[config.mk]
export PLATFORM = sky130hd
export DESIGN_NAME = apb_requester
export DESIGN_NICKNAME = d
export VERILOG_FILES = /design/src/rtl/apb_requester.sv
export SDC_FILE = /design/constraint.sdc
export NUM_CORES = 1
export LEC_CHECK = 0
export CORE_MARGIN = 8
export CORE_UTILIZATION = 50
export DETAILED_ROUTE_END_ITERATION = 8
export DONT_BUFFER_PORTS = 1
export GPL_ROUTABILITY_DRIVEN = 0
export SYNTH_ARGS = -nofsm -noshare
export SYNTH_HDL_FRONTEND = slang
export SYNTH_SLANG_ARGS = --single-unit
[constraint.sdc]
create_clock -name PCLK -period 2.1 [get_ports PCLK]
set_clock_uncertainty 0.15 [all_clocks]
set_input_delay 0.315 -clock PCLK [delete_from_list [all_inputs] [get_ports PCLK]]
set_output_delay 0.315 -clock PCLK [all_outputs]
set_load 0.1 [all_outputs]
[src/rtl/apb_requester.sv]
// apb_requester: turns single commands (i_req/i_wr/i_addr/i_wdata) into APB
// transfers with a SETUP cycle followed by an ACCESS phase. It accepts one
// command at a time and pulses o_done one cycle after the transfer completes.
//
// Handshake: a command is taken on a rising PCLK edge where i_req=1 and
// o_ready=1. o_ready is high only in IDLE, and i_req is ignored otherwise
// (nothing is queued). o_done/o_err pulse for exactly one cycle per completion.
//
// Optional build macro: APB_TIMEOUT_EN. When it is defined, an ACCESS phase
// with PREADY low for TIMEOUT_CYCLES consecutive cycles is abandoned and
// completes with o_err=1. When it is undefined, ACCESS waits forever and
// o_err is tied low. The port list is the same in both builds.
//
// The current FSM state is the internal signal 'state'.
module apb_requester #(
  parameter int ADDR_WIDTH     = 16,
  parameter int DATA_WIDTH     = 16,
  parameter int TIMEOUT_CYCLES = 16
) (
  input  logic                  PCLK,
  input  logic                  PRESET,
  output logic                  PSEL,
  output logic                  PENABLE,
  output logic                  PWRITE,
  output logic [ADDR_WIDTH-1:0] PADDR,
  output logic [DATA_WIDTH-1:0] PWDATA,
  input  logic                  PREADY,
  input  logic [DATA_WIDTH-1:0] PRDATA,
  input  logic                  i_req,
  input  logic                  i_wr,
  input  logic [ADDR_WIDTH-1:0] i_addr,
  input  logic [DATA_WIDTH-1:0] i_wdata,
  output logic                  o_ready,
  output logic                  o_done,
  output logic                  o_err,
  output logic [DATA_WIDTH-1:0] o_rdata
);

  // One-hot state encoding; any other value is illegal and recovers to IDLE.
  typedef enum logic [2:0] {
    IDLE   = 3'b001,
    SETUP  = 3'b010,
    ACCESS = 3'b100
  } state_t;

  state_t state;

  // Elaboration-time sanity check on the timeout length.
  if (TIMEOUT_CYCLES < 1) begin : g_bad_timeout
    $error("apb_requester: TIMEOUT_CYCLES must be at least 1");
  end

`ifdef APB_TIMEOUT_EN
  localparam int CNT_W = $clog2(TIMEOUT_CYCLES + 1);
  // The count equals LIMIT during the TIMEOUT_CYCLES-th wait cycle.
  localparam logic [CNT_W-1:0] LIMIT = CNT_W'(TIMEOUT_CYCLES - 1);

  logic [CNT_W-1:0] tmo_cnt;
`else
  // Without the timeout feature, a completion is never an error.
  assign o_err = 1'b0;
`endif

  // FSM with all outputs registered; reset aborts any transfer silently.
  always_ff @(posedge PCLK or posedge PRESET) begin
    if (PRESET) begin
      state   <= IDLE;
      PSEL    <= 1'b0;
      PENABLE <= 1'b0;
      PWRITE  <= 1'b0;
      PADDR   <= '0;
      PWDATA  <= '0;
      o_ready <= 1'b1;
      o_done  <= 1'b0;
      o_rdata <= '0;
`ifdef APB_TIMEOUT_EN
      o_err   <= 1'b0;
      tmo_cnt <= '0;
`endif
    end else begin
      o_done <= 1'b0;
`ifdef APB_TIMEOUT_EN
      o_err  <= 1'b0;
`endif
      case (state)
        IDLE: begin
          if (i_req && o_ready) begin
            state   <= SETUP;
            PSEL    <= 1'b1;
            PENABLE <= 1'b0;
            o_ready <= 1'b0;
            PWRITE  <= i_wr;
            PADDR   <= i_addr;
            PWDATA  <= i_wdata;
          end
        end
        SETUP: begin
          // PREADY is deliberately not looked at here.
          state   <= ACCESS;
          PENABLE <= 1'b1;
`ifdef APB_TIMEOUT_EN
          tmo_cnt <= '0;
`endif
        end
        ACCESS: begin
          if (PREADY) begin
            // Normal completion wins even when the timeout is due this cycle.
            state   <= IDLE;
            PSEL    <= 1'b0;
            PENABLE <= 1'b0;
            o_ready <= 1'b1;
            o_done  <= 1'b1;
            if (!PWRITE) begin
              o_rdata <= PRDATA;
            end
          end
`ifdef APB_TIMEOUT_EN
          else if (tmo_cnt == LIMIT) begin
            state   <= IDLE;
            PSEL    <= 1'b0;
            PENABLE <= 1'b0;
            o_ready <= 1'b1;
            o_done  <= 1'b1;
            o_err   <= 1'b1;
          end else begin
            tmo_cnt <= tmo_cnt + 1'b1;
          end
`endif
        end
        default: begin
          state   <= IDLE;
          PSEL    <= 1'b0;
          PENABLE <= 1'b0;
          o_ready <= 1'b1;
        end
      endcase
    end
  end

endmodule

==> results.md, run 1 <==
- Outcome: finished, final reports clean
- Sequential share of the synthesized area: 64.2%
- Number of library cell types mapped by synthesis: 24
- Final routed DRC violation total: 0
- Remaining global-route overflow: 0
- Reg2reg start: state[1]
- Slew HR: 38.1%
- Post-Syn Area: 2150 um2
- Crit path largest cell delay: 0.53 ns
- Clock sinks: 55
- Via count: 1256
- Fmax: 549 MHz
- Clock Latency Late Sink: 0.29 ns
- Site Rows: 24
- Grt peak-use layer: met2
- Met1 Use GR: 13.0%
- IO buf count: 0
- Post-CTS Resized: 0
- Max cap viols: 0
- Register area: 1390 um2
- Share of cells above drive strength 1: 39.0%
- Critical path required time: 2.13 ns
- CTS tree: done
- First-pass GRT wire length: 6620 um
- RSZ-0062 raised after global routing: no
- Starting Density: 50.7%
- Io pins: 107
- CTS H-tree depth: 2
- Clock transition at path regs: 0.08 ns
- Total track usage: 13.1%
- Setup CP Type: reg -> reg
- Worst reg-to-reg setup slack: 0.28 ns
- DP HPWL: 3300 um
- Yosys Warn Count: 0
- Synth top area share: 61.8%
- Chip height: 81.5 um
- Die width: 81.5 um
- Worst setup SP type: flop
- Routed WL: 4630 um
- Wire length per cell: 19.8 um
- Syn Nets: 189
- Critical path's slowest cell: dfrtp_1
- Endpoint class of the critical path: flop
- CP Max Fanout: 34
- Vias in the first global route: 1256
- P&R area growth vs syn: 27.5%
- Mapped Cells: 136
- Critical Path AT: 1.85 ns
- Final setup viols: 0
- N_diodes: 0
- Final Slew Violations: 0
- FILL cells: 296
- Vias/cell: 5.37
- Area occupied by multi-input gates: 708 um2
- Global Route met3 Usage: 9.30%
- Initial antenna violation count: 0
- Root buf cell: clkbuf_8
- Hold_sp: PRDATA[4]
- Met2 Usage GRT: 21.3%
- Layout Nets: 235
- Largest net degree at the start of global routing: 35
- Die Area: 6650 um2
- Least-Margin Pin Slew: 0.928 ns
- Worst r2r path cells: 4
- Antenna-violating nets left: 0
- Bufs on Longest Clock Path: 2
- Ranking of synthesized cells by area: dfrtp_1 62%, mux2_2 26%, dfstp_2 2.4%
- Drt initial violations: 82
- Min Tclk post-route: 1.82 ns
- Top cell type by total area after synthesis: dfrtp_1
- Final Hold Fails: 0
- Pre-antenna DRT Iters: 4
- Hold Crit Depth: 1
- Worst flop-to-flop path endpoint: PWDATA[11]
- Synth Register Bits: 55
- Tcrit/Tclk final: 86.7%
- Core area: 4230 um2
- Min-Delay Path Class: in -> reg
- Setup TNS: 0 ns
- Hold Buf Count CTS: 1
- Crit path cell chain: nand4b_1 > nor2_2 > buf_12 > mux2_2
- Clock buffer count from CTS: 5
- Synthesized area per cell: 15.8 um2
- Hold Path End: o_rdata[4]
- Setup Fix Bufs, Post-CTS: 0
metal layers:
metal,share of wire [%],vias up
met5,0,-
met3,12,2
met2,54,61
met4,0.41,0
met1,33,631
li1,-,562
kinds of logic after synthesis:
family | after synthesis | share of synthesized area [%]
flip-flops | 55 | 64.2
multiplexers | 49 | 25.7
buffers and inverters | 10 | 2.80
AO/OA/AOI/OAI | 7 | 1.86
AND/OR/NAND/NOR | 13 | 4.84
XOR/XNOR | 1 | 0.408
other | 1 | 0.175
per-stage QoR:
step / hold WS (ns) / setup slack, ns / utilization (%) / cells / instance area [um2]
finish: 0.0208 / 0.280 / 64.7 / 234 / 2740
global route: -0.000202 / 0.185 / 64.7 / 234 / 2740
CTS: 0.00148 / 0.290 / 55.9 / 197 / 2370
detailed placement: 0.140 / 0.301 / 53.3 / 189 / 2250
global placement: 0.131 / 0.353 / 53.3 / 189 / 2250
floorplan: 0.317 / 0.0543 / - / 136 / 2150
synthesized netlist by cell type:
cell type	n
o22ai_1	1
dfstp_2	2
mux2_2	49
buf_6	2
nor4b_1	1
buf_2	3
nand2_1	2
a211o_1	1
nor4_1	1
nand4b_1	1
nor3b_1	2
xnor2_1	1
nor4b_4	1
clkbuf_1	1
nor3_1	2
nand2b_4	1
buf_4	1
dfrtp_1	53
conb_1	1
o21ai_0	1
nor2_2	1
inv_1	3
nor2_1	1
a21oi_1	4
registers in the layout (all words and copies together) (netlist names):
register	count
o_ready	1
o_done	1
PADDR	16
PSEL	1
PWRITE	1
state	2
PENABLE	1
PWDATA	16
o_rdata	16
worst max path at each step:
stage	from	endpoint	slack, ns	depth (start not counted)
floorplan	PENABLE	o_rdata[10]	0.05	4
global placement	state[1]	PADDR[15]	0.35	4
detailed placement	state[1]	PADDR[5]	0.30	4
CTS	state[1]	PADDR[5]	0.29	4
global route	state[1]	PADDR[5]	0.18	4
finish	state[1]	PWDATA[11]	0.28	4
cell type report:
class                           count  share of cell area, %
Clock inverter                      1                   1.10
Sequential cell                    55                   50.6
Timing Repair Buffer               46                   17.0
Multi-Input combinational cell     71                   25.9
Inverter                            3                  0.411
Clock buffer                        6                   2.65
Tap cell                           52                   2.38
cell usage in the layout, fill, tap and decap left out, drive strengths merged:
| cell | netlist | routed |
|---|---|---|
| dfrtp | 53 | 53 |
| nor3 | 2 | 2 |
| nor4 | 1 | 1 |
| nor3b | 2 | 2 |
| xnor2 | 1 | 1 |
| o21ai | 1 | 1 |
| dfstp | 2 | 2 |
| dlygate4sd3 | 0 | 38 |
| conb | 1 | 1 |
| mux2 | 49 | 49 |
| inv | 3 | 3 |
| nor2 | 2 | 2 |
| a21oi | 4 | 4 |
| nand4b | 1 | 1 |
| nand2b | 1 | 1 |
| buf | 6 | 8 |
| clkbuf | 1 | 6 |
| nor4b | 2 | 2 |
| o22ai | 1 | 1 |
| bufinv | 0 | 1 |
| a211o | 1 | 1 |
| nand2 | 2 | 2 |
critical path, delay by kind of cell, from the launching register on:
kind / cells / cell delay (ns)
DFF: 1 / 0.53
muxes: 1 / 0.36
and+or+nand+nor: 2 / 0.43
buffers and inverters: 1 / 0.22
Power of run 1 is left out: the tool's default activity adds up to more than one toggle a clock period on the data nets, which glitch-free logic cannot reach.
==> run 2, diff against run 1 <==
Settings changed: CORE_ASPECT_RATIO set to 0.8.
==> results.md, run 2 (synthesis results as in run 1) <==
- CTS tree: done
- Wire length per cell: 21.2 um (+7.4%)
- N_diodes: 0 (unchanged)
- Pre-antenna DRT Iters: 4 (unchanged)
- Critical path required time: 2.14 ns (about the same)
- P&R area growth vs syn: 13.9%
- Worst r2r path cells: 4 (unchanged)
- Via count: 1123 (-11%)
- Root buf cell: clkbuf_8
- Worst flop-to-flop path endpoint: PWDATA[9]
- Worst setup SP type: flop
- RSZ-0062 raised after global routing: no
- Share of cells above drive strength 1: 46.8% (+7.7 points)
- Max cap viols: 0 (unchanged)
- Final Slew Violations: 0 (unchanged)
- Die width: 89.3 um (+9.5%)
- DP HPWL: 3450 um (+4.5%)
- CTS H-tree depth: 2 (unchanged)
- Layout Nets: 206 (-12%)
- Worst reg-to-reg setup slack: 0.26 ns (-0.02 ns)
- Clock buffer count from CTS: 5 (unchanged)
- CP Launch Point: state[1]
- IO buf count: 0 (unchanged)
- Die Area: 6660 um2 (+0.19%)
- Core area: 4150 um2 (-2.0%)
- Min Tclk post-route: 1.84 ns (+0.0152 ns)
- Total track usage: 13.1% (+0.043 points)
- Clock sinks: 55 (unchanged)
- Bufs on Longest Clock Path: 2 (unchanged)
- Placed cells: 194 (+2.6%)
- Clock transition at path regs: 0.10 ns (+0.02 ns)
- Final instance count without filler cells: 211 (-9.8%)
- Most frequent cells in the layout: 51 x dfrtp_1, 49 x mux2_2, 9 x dlygate4sd3_1
- Endpoint class of the critical path: flop
- CP Max Fanout: 34 (unchanged)
- Least-Margin Pin Slew: 0.932 ns (+0.00349 ns)
- Setup TNS: 0 ns (unchanged)
- Largest regs: PADDR: 16 flops, PWDATA: 16 flops, o_rdata: 16 flops
- Io pins: 107 (unchanged)
- Site Rows: 21 (-13%)
- Chip height: 74.6 um (-8.5%)
- Final Hold Fails: 0 (unchanged)
- Worst setup path endpoint: PWDATA[9]
- Critical Path AT: 1.87 ns (+0.02 ns)
- Setup CP Type: reg -> reg
- Antenna-violating nets left: 0 (unchanged)
- Remaining global-route overflow: 0 (unchanged)
- Routed WL: 4480 um (-3.2%)
- Min-Delay Path Class: in -> reg
- Reg2reg start: state[1]
- Commonest non-fill, non-tap cell in the layout: dfrtp_1
- Vias/cell: 5.32 (-0.84%)
- Final routed DRC violation total: 0 (unchanged)
- Clock Latency Late Sink: 0.29 ns (about the same)
- Fmax: 545 MHz (-0.83%)
- Tcrit/Tclk final: 87.4% (+0.73 points)
- First-pass GRT wire length: 6510 um (-1.7%)
- Starting Density: 51.7% (+1.0 points)
- Slew HR: 37.9% (-0.23 points)
- Vias in the first global route: 1273 (+1.4%)
- Final setup viols: 0 (unchanged)
- Drt initial violations: 23 (-72%)
- Initial antenna violation count: 0 (unchanged)
- Outcome: finished, final reports clean
- Largest net degree at the start of global routing: 35 (unchanged)
-- run 2: area by class of cell --
cell class / count / area [um2]
clock buffers: 7 / 86.3
well taps: 57 / 71.3
inverters: 3 / 11.3
flip-flops and latches: 55 / 1390
fillers: 333 / 1710
multi-input cells: 71 / 708
repair buffers: 17 / 175
clock inverters: 1 / 8.76
-- run 2: metal layers --
layer  wire, um  track usage (%)
met4         36             4.41
met3        688             8.94
met5          0                0
met1       1490             12.7
met2       2260             22.0
-- run 2: worst min-delay path by stage --
stage                     startpoint           to  depth (start not counted)
after detailed placement      PRESET   o_rdata[1]                          1
after floorplan           PRDATA[10]  o_rdata[10]                          1
after global placement        PRESET   o_rdata[1]                          1
after CTS                 i_wdata[0]    PWDATA[0]                          1
after global routing       i_addr[2]     PADDR[2]                          1
final                     i_wdata[0]    PWDATA[0]                          1
-- run 2: timing repair --
action                                 CTS  global route
resized for setup                        0             0
endpoints found under the hold margin   25             8
setup buffers                            0             0
hold buffers                             1             8
-- run 2: per-stage QoR --
step                      hold slack, ns  worst slack, ns  util [%]  area, um2
after CTS                       0.000279            0.272      57.0       2370
after detailed placement           0.153            0.287      54.5       2260
after global placement             0.142            0.352      54.5       2260
after global routing            0.000622            0.175      58.9       2450
final                            0.00893            0.265      58.9       2450
after floorplan                    0.317           0.0543         -       2150
-- run 2: critical path, stage by stage (launching register included) --
cell	delay [ns]
dfrtp_1	0.54
nand4b_1	0.29
nor2_2	0.16
buf_12	0.22
mux2_2	0.36
Power of run 2 is left out for the same reason.
